--- config.mk ---
export PLATFORM = sky130hd
export DESIGN_NAME = serial_addsub_16bits
export DESIGN_NICKNAME = d
export VERILOG_FILES = /design/src/rtl/serial_addsub_16bits.sv
export SDC_FILE = /design/constraint.sdc
export NUM_CORES = 1
export LEC_CHECK = 0
export ABC_AREA = 1
export ABC_CLOCK_PERIOD_IN_PS = 2830
export CORE_ASPECT_RATIO = 1.75
export CORE_MARGIN = 2
export CORE_UTILIZATION = 45
export DETAILED_ROUTE_END_ITERATION = 8
export MAX_ROUTING_LAYER = met4
export PLACE_DENSITY = 0.75
export SLEW_MARGIN = 20
export SYNTH_ARGS = -nofsm -noshare
export SYNTH_HDL_FRONTEND = slang
export SYNTH_SLANG_ARGS = --single-unit
--- constraint.sdc ---
create_clock -name clk -period 2.83 [get_ports clk]
set_input_delay 0.849 -clock clk [delete_from_list [all_inputs] [get_ports clk]]
set_output_delay 0.849 -clock clk [all_outputs]
set_load 0.05 [all_outputs]
--- src/rtl/serial_addsub_16bits.sv ---
// Multi-cycle 16-bit adder/subtractor: one SLICE_W-bit ripple slice per clock, carry held in a flop.
// Optional signed-overflow output enabled by defining ADDSUB_OVF_EN; otherwise ovf is tied low.
module serial_addsub_16bits #(
  parameter int SLICE_W = 4
) (
  input  logic        clk,
  input  logic        rst_n,
  input  logic        start,
  input  logic [15:0] in1,
  input  logic [15:0] in2,
  input  logic        cin,
  input  logic        sub,
  output logic        busy,
  output logic        done,
  output logic [15:0] out,
  output logic        cout,
  output logic        ovf
);

  localparam int NSLICE = 16 / SLICE_W;
  localparam int IDX_W  = (NSLICE > 1) ? $clog2(NSLICE) : 1;

  generate
    if (!(SLICE_W == 1 || SLICE_W == 2 || SLICE_W == 4 || SLICE_W == 8 || SLICE_W == 16)) begin : g_bad_slice_w
      $error("serial_addsub_16bits: SLICE_W must be 1, 2, 4, 8 or 16");
    end
  endgenerate

  typedef enum logic [1:0] {
    IDLE = 2'd0,
    RUN  = 2'd1,
    DONE = 2'd2
  } state_t;

  state_t             state_q, state_d;
  logic [15:0]        a_q, a_d;
  logic [15:0]        b_q, b_d;
  logic               carry_q, carry_d;
  logic [IDX_W-1:0]   idx_q, idx_d;
  logic               sub_q, sub_d;
  logic [15:0]        out_q, out_d;
  logic               cout_q, cout_d;

  logic [SLICE_W-1:0] a_slice;
  logic [SLICE_W-1:0] b_slice;
  logic [SLICE_W:0]   slice_sum;
  logic               last_slice;

  // Slice select is a compare-per-slice mux so every part select has a constant base.
  always_comb begin
    a_slice = '0;
    b_slice = '0;
    for (int i = 0; i < NSLICE; i++) begin
      if (idx_q == IDX_W'(i)) begin
        a_slice = a_q[i*SLICE_W +: SLICE_W];
        b_slice = b_q[i*SLICE_W +: SLICE_W];
      end
    end
    slice_sum  = {1'b0, a_slice} + {1'b0, b_slice} + {{SLICE_W{1'b0}}, carry_q};
    last_slice = (idx_q == IDX_W'(NSLICE - 1));
  end

  always_comb begin
    state_d = state_q;
    a_d     = a_q;
    b_d     = b_q;
    carry_d = carry_q;
    idx_d   = idx_q;
    sub_d   = sub_q;
    out_d   = out_q;
    cout_d  = cout_q;
    case (state_q)
      IDLE, DONE: begin
        if (start) begin
          // Subtraction is A + ~B + ~borrow_in, so the adder slice never changes.
          a_d     = in1;
          b_d     = sub ? ~in2 : in2;
          carry_d = sub ? ~cin : cin;
          sub_d   = sub;
          idx_d   = '0;
          state_d = RUN;
        end else if (state_q == DONE) begin
          state_d = IDLE;
        end
      end
      RUN: begin
        for (int i = 0; i < NSLICE; i++) begin
          if (idx_q == IDX_W'(i)) begin
            out_d[i*SLICE_W +: SLICE_W] = slice_sum[SLICE_W-1:0];
          end
        end
        carry_d = slice_sum[SLICE_W];
        idx_d   = idx_q + IDX_W'(1);
        if (last_slice) begin
          cout_d  = sub_q ? ~slice_sum[SLICE_W] : slice_sum[SLICE_W];
          idx_d   = '0;
          state_d = DONE;
        end
      end
      default: state_d = IDLE;
    endcase
  end

  always_ff @(posedge clk or negedge rst_n) begin
    if (!rst_n) begin
      state_q <= IDLE;
      a_q     <= '0;
      b_q     <= '0;
      carry_q <= 1'b0;
      idx_q   <= '0;
      sub_q   <= 1'b0;
      out_q   <= '0;
      cout_q  <= 1'b0;
    end else begin
      state_q <= state_d;
      a_q     <= a_d;
      b_q     <= b_d;
      carry_q <= carry_d;
      idx_q   <= idx_d;
      sub_q   <= sub_d;
      out_q   <= out_d;
      cout_q  <= cout_d;
    end
  end

`ifdef ADDSUB_OVF_EN
  logic ovf_q, ovf_d;

  // Overflow uses the effective B (already inverted for subtract) and the final sign bit.
  always_comb begin
    ovf_d = ovf_q;
    if ((state_q == IDLE || state_q == DONE) && start) begin
      ovf_d = 1'b0;
    end else if (state_q == RUN && last_slice) begin
      ovf_d = (a_q[15] == b_q[15]) && (out_d[15] != a_q[15]);
    end
  end

  always_ff @(posedge clk or negedge rst_n) begin
    if (!rst_n) begin
      ovf_q <= 1'b0;
    end else begin
      ovf_q <= ovf_d;
    end
  end

  assign ovf = ovf_q;
`else
  assign ovf = 1'b0;
`endif

  assign busy = (state_q == RUN);
  assign done = (state_q == DONE);
  assign out  = out_q;
  assign cout = cout_q;

endmodule
== Word-level counts from Yosys, hierarchy flattened ==
Index checks and enable logic that the tools add are counted.

* Mux-type cells: 20
* Add/sub/neg operators: 3
* Order comparisons: 0
* Reduce and logical (&&, ||, !) cells: 11
* Multiply operators: 0
* Bitwise gates (word level): 3
* Shift operators: 0
* Equality and inequality tests: 8
* Divide/modulo/power cells: 0

{| class="wikitable"
|+ Operator list
! kind !! count
|-
| 2-to-1 mux 4 bit || 8
|-
| 2-to-1 mux 16 bit || 1
|-
| NOT 16 bit || 1
|-
| AND reduction 2 bit || 7
|-
| 2-to-1 mux 2 bit || 5
|-
| one-hot mux 2 bit (2 select lines) || 2
|-
| == test 2 bit, second input constant || 3
|-
| adder 4 x 4 -> 5 bit || 1
|-
| adder 5 x 1 -> 5 bit || 1
|-
| == test 2 x 1 -> 1 bit, second input constant || 2
|-
| zero test 2 bit || 2
|-
| 2-to-1 mux 1 bit || 3
|-
| inequality test 3 bit, second input constant || 1
|-
| adder 2 x 1 -> 2 bit, second input constant || 1
|-
| inequality test 2 x 1 -> 1 bit, second input constant || 1
|-
| inequality test 2 bit, second input constant || 1
|-
| NOT 1 bit || 2
|-
| one-hot mux 1 bit (2 select lines) || 1
|-
| nonzero test 2 bit || 1
|-
| OR reduction 2 bit || 1
|}

* Memory bits (read-only): 0
* Bits in latches: 0
* Flip-flop bits (word level): 55
* Word-level logic and storage cells: 56
* Memory bits (writable): 0
* Bits of input ports: 37
* Output and inout bits: 20
* Memories: 0

== Logic depth before layout (Yosys ltp) ==
* Depth after elaboration: 9
* Mapped depth: 17
* Depth with buffers taken out: 16

== Worst setup path after synthesis ==
No wires, ideal clock.

* Kind: register to register
* From: register idx_q[1]
* To: register out_q[13], in the netlist out[13]
* Data required time: 2.708 ns
* Period minus slack after synthesis: 2.335 ns
* Stages on the path, launching flop included: 14
* Setup time: 0.122 ns
* Buffers on the path: 1
* Slack: 0.495 ns
* Data arrival time: 2.212 ns
* Cell sequence: dfrtp_1 -> inv_1 -> ha_1 -> inv_1 -> buf_6 -> nand2_1 -> o211ai_1 -> nand2_1 -> o21ai_0 -> fa_1 -> inv_1 -> fa_1 -> inv_1 -> o21ai_1

* Word-level cells in the longest chain between the ends: 7
* Elaborated cells between the ends (all ways): 15
* Those cells by class: add/sub: 2; eq/ne: 3; mux: 8; reduce/logical: 2

{| class="wikitable"
|+ RTL lines
! item !! RTL line !! RTL
|-
| start: declaration || 39 || <nowiki>logic [IDX_W-1:0] idx_q, idx_d;</nowiki>
|-
| start signal: assignment || 119 || <nowiki>idx_q <= idx_d;</nowiki>
|-
| zero test 2 bit || 54 || <nowiki>if (idx_q == IDX_W'(i)) begin</nowiki>
|-
| 2-to-1 mux 4 bit (4 in a row) || 54 ||
|-
| adder 4 x 4 -> 5 bit * || 59 || <nowiki>slice_sum = {1'b0, a_slice} + {1'b0, b_slice} + {{SLICE_W{1'b0}}, carry_q};</nowiki>
|-
| adder 5 x 1 -> 5 bit * || 59 ||
|-
| named net slice_sum[1] || 46 || <nowiki>logic [SLICE_W:0] slice_sum;</nowiki>
|-
| end signal: assignment || 121 || <nowiki>out_q <= out_d;</nowiki>
|-
| end: declaration || 41 || <nowiki>logic [15:0] out_q, out_d;</nowiki>
|}

Mark *: on every way through the listed nets, which the timed path passes. The rest lies on a longest branch.
A chain may end at the register's enable or synchronous reset.

== Worst setup path after layout ==
* From: register state_q[1]
* To: output port busy

* Word-level cells in the longest chain between the ends: 1

{| class="wikitable"
|+ RTL lines
! item !! RTL line !! RTL
|-
| start: declaration || 35 || <nowiki>state_t state_q, state_d;</nowiki>
|-
| start signal: assignment || 115 || <nowiki>state_q <= state_d;</nowiki>
|-
| == test 2 x 1 -> 1 bit || 152 || <nowiki>assign busy = (state_q == RUN);</nowiki>
|-
| end: declaration || 13 || <nowiki>output logic busy,</nowiki>
|}

No other way between the ends.

==> results by group <==
Drt
  – Via density per instance: 4.809
  – Drt pass-1 iters: 4
  – Iteration-0 DRC Markers: 102
  – Antenna Nets Post-Route: 0
  – Wirelength per Cell: 13.14 um
  – Drt drc: 0
  – Routed Wire Length: 5915 um
  – Via count: 2164

Clock network
  – Post-CTS Resized: 0
  – Clock transition at path regs: 90 ps
  – CTS tree: yes
  – Post-CTS Setup Bufs: 0
  – Num CTS Buffers: 5
  – Clk_lat worst skew: 300 ps
  – Cts hold-fix bufs: 0
  – H-tree depth: 2
  – CTS Buffer Depth: 2
  – Root Buffer: clkbuf_8
  – # clock sinks: 55

Yosys
  – Top post-synthesis cells by area: dfrtp_1 50%, nand2_1 18%, xnor2_1 5.1%
  – Post-synth EDFFs: 0
  – Synth Register Bits: 55
  – Most numerous cell in the Yosys netlist: nand2_1
  – Synth unique cells: 26
  – Synth top area share: 0.4980
  – Net Count, Synth: 366
  – Mapped Avg Cell Area: 8.637 um^2
  – Compound-Gate Fraction of Synth Area: 0.1037
  – Ys async rst share: 1.000
  – Mux contribution to synthesized area: 0
  – Xor/xnor share of the synthesized area: 0.05387
  – Register area share after synthesis: 0.4980
  – Yosys top cell by area: dfrtp_1
  – Area of the mapped netlist: 2764 um^2
  – Cells after synthesis: 320
  – Post-synthesis adder-cell area fraction: 0.04617
  – Synth warn: 0
  – Main flop type after synthesis: dfrtp_1
  – Largest family of logic cells by synthesized area: simple AND/OR/NAND/NOR gates
  – Simple-gate portion of the synthesized area: 0.2340
  – Most frequent cells after synthesis: 129 x nand2_1, 55 x dfrtp_1, 20 x o21ai_0

Floorplanning
  – Starting Density: 0.4664
  – Die X: 63.24 um
  – Die area: 6809 um^2
  – Io pins: 57
  – Rows: 37
  – Core Area: 5926 um^2
  – Die Y: 107.7 um

Power
  – Tot Pwr: 0.004402 W
  – Logic pwr share: 0.590
  – Psw: 0.002166 W
  – PD cells: 1282 nW/um^2
  – VDD IR max: 0.0004472 V
  – Clock share of power: 0.091
  – Power Internal: 0.002236 W
  – Seq pwr share: 0.319
  – Switching share of power: 0.4920
  – Leak Pwr: 1.655 nW

Critical path
  – Cell at the slowest stage of the critical path: clkdlybuf4s50_1
  – CP peak stage delay: 830 ps
  – R2r setup slk: 270 ps
  – Reg2Reg Depth: 12
  – Worst path cell trace: nor2_8 -> clkdlybuf4s50_1
  – WP data required: 1980 ps
  – Critical R2R Launch: idx_q[0]
  – R2r endpoint: out[6]
  – Type of origin of the critical path: register
  – WS Path Type: reg2out
  – CP Max Fanout: 5
  – CP top delay family: buffers and inverters
  – CP endpoint kind: output port
  – Worst path bufs/invs: 1
  – CP Depth: 2
  – Crit path DAT: 1780 ps

Timing
  – Final hold vios: 0
  – Final setup fails: 0
  – Final Skew: 3.953 ps
  – Max Transition Viols Final: 0
  – Clock period minus worst slack: 2628 ps
  – Slew of the pin with the lowest slew margin: 510.3 ps
  – Period utilisation layout: 0.9286
  – Final hold slack: 481.7 ps
  – Headroom to the max-slew limit: 0.6587
  – Fmax: 0.3805 GHz
  – Final setup TNS: 0 ps
  – RSZ-0062 raised after global routing: false

Global routing
  – Initial antenna violation count: 0
  – Total GRT Usage: 0.1987
  – Global-route wire length before repair: 10180 um
  – Total grt overflow: 0
  – Largest net degree at the start of global routing: 56
  – Vias in the first global route: 2252

Outcome
  – Status: completed

Layout
  – Area growth syn-to-layout: 24.22%
  – Ant. Diodes: 0
  – Final Cell Area: 3433 um^2
  – Non-Filler Instances: 450
  – Nets: 419
  – Share of cells above drive strength 1: 0.07258

Worst hold path
  – Hold endpoint: out[6]
  – Hold Path Class: reg2reg
  – Worst hold path depth: 2
  – HP Start: out[6]

Placed design
  – Cells after DPL: 444
  – DP Area: 3361 um^2
  – IO buf count: 55
  – Placer congestion estimate: 0.8521
  – Hpwl dp: 4767 um

Run
  – Max cap viols: 0
worst reg2reg max path, cell delays in order (launching register included):
cell and delay, ps:
dfrtp_1 430, ha_1 280, inv_1 280, nand2_1 90, o211ai_1 100, nand2_1 60
o21ai_0 110, fa_1 210, inv_1 60, fa_1 400, xor2_1 310, nand2_1 100
nand2_1 70
placed cells by master (no fill, tap or decap), types with 3 or more instances in the layout:
cell,instances
xnor2_1,16
o21ai_0,20
clkdlybuf4s50_1,54
inv_1,10
o21ai_1,12
inv_2,9
o211ai_1,5
nand2_1,129
nand3_1,10
dfrtp_1,55
nor2_1,7
ha_1,7
clkbuf_8,5
a21oi_1,13
nor2_4,3
metrics by stage:
stage | util | worst slack, ps
finish | 0.5794 | 202.0
global route | 0.5794 | 69.02
CTS | 0.5794 | 184.2
detailed placement | 0.5671 | 291.7
global placement | 0.5671 | 381.1
floorplan | - | 495.2
flip-flops by register name, indices dropped and copies added, names as in the netlist:
name / cells
a_q: 16
b_q: 16
carry_q: 1
cout: 1
idx_q: 2
out: 16
state_q: 2
sub_q: 1
area by class of cell:
class / count / area, um^2
Fill cell: 585 / 2492
Multi-Input combinational cell: 233 / 1214
Clock buffer: 6 / 72.57
Sequential cell: 55 / 1376
Inverter: 20 / 80.08
Tap cell: 78 / 97.59
Timing Repair Buffer: 58 / 593.1
kinds of logic after synthesis:
family / after synthesis
other: 1
AO/OA/AOI/OAI: 53
XOR/XNOR: 17
buffers and inverters: 32
AND/OR/NAND/NOR: 153
flip-flops: 55
adder cells (fa/ha/maj): 9
power groups by stage:
| stage | sequential (W) | clock, W | combinational [W] |
|---|---|---|---|
| CTS | 0.00141 | 0.000411 | 0.00263 |
| global placement | 0.00142 | 0 | 0.00257 |
| global route | 0.00145 | 0.000434 | 0.00288 |
| finish | 0.00140 | 0.000399 | 0.00260 |
| detailed placement | 0.00143 | 0 | 0.00262 |
| floorplan | 0.00173 | 0 | 0.00157 |
how the worst max path moves through the flow:
stage / start / to / slack, ps
floorplan: idx_q[1] / out[13] / 500
finish: state_q[1] / busy / 200
global route: idx_q[0] / out[6] / 70
CTS: state_q[1] / busy / 180
global placement: idx_q[0] / out[6] / 380
detailed placement: idx_q[0] / out[6] / 290
metal layers:
layer,part of all wire,track usage
met2,0.58,0.3830
met1,0.37,0.1982
met3,0.025,0.02197
met4,0.024,0.08540
met5,0,-
(Power assumes the default switching activity.)
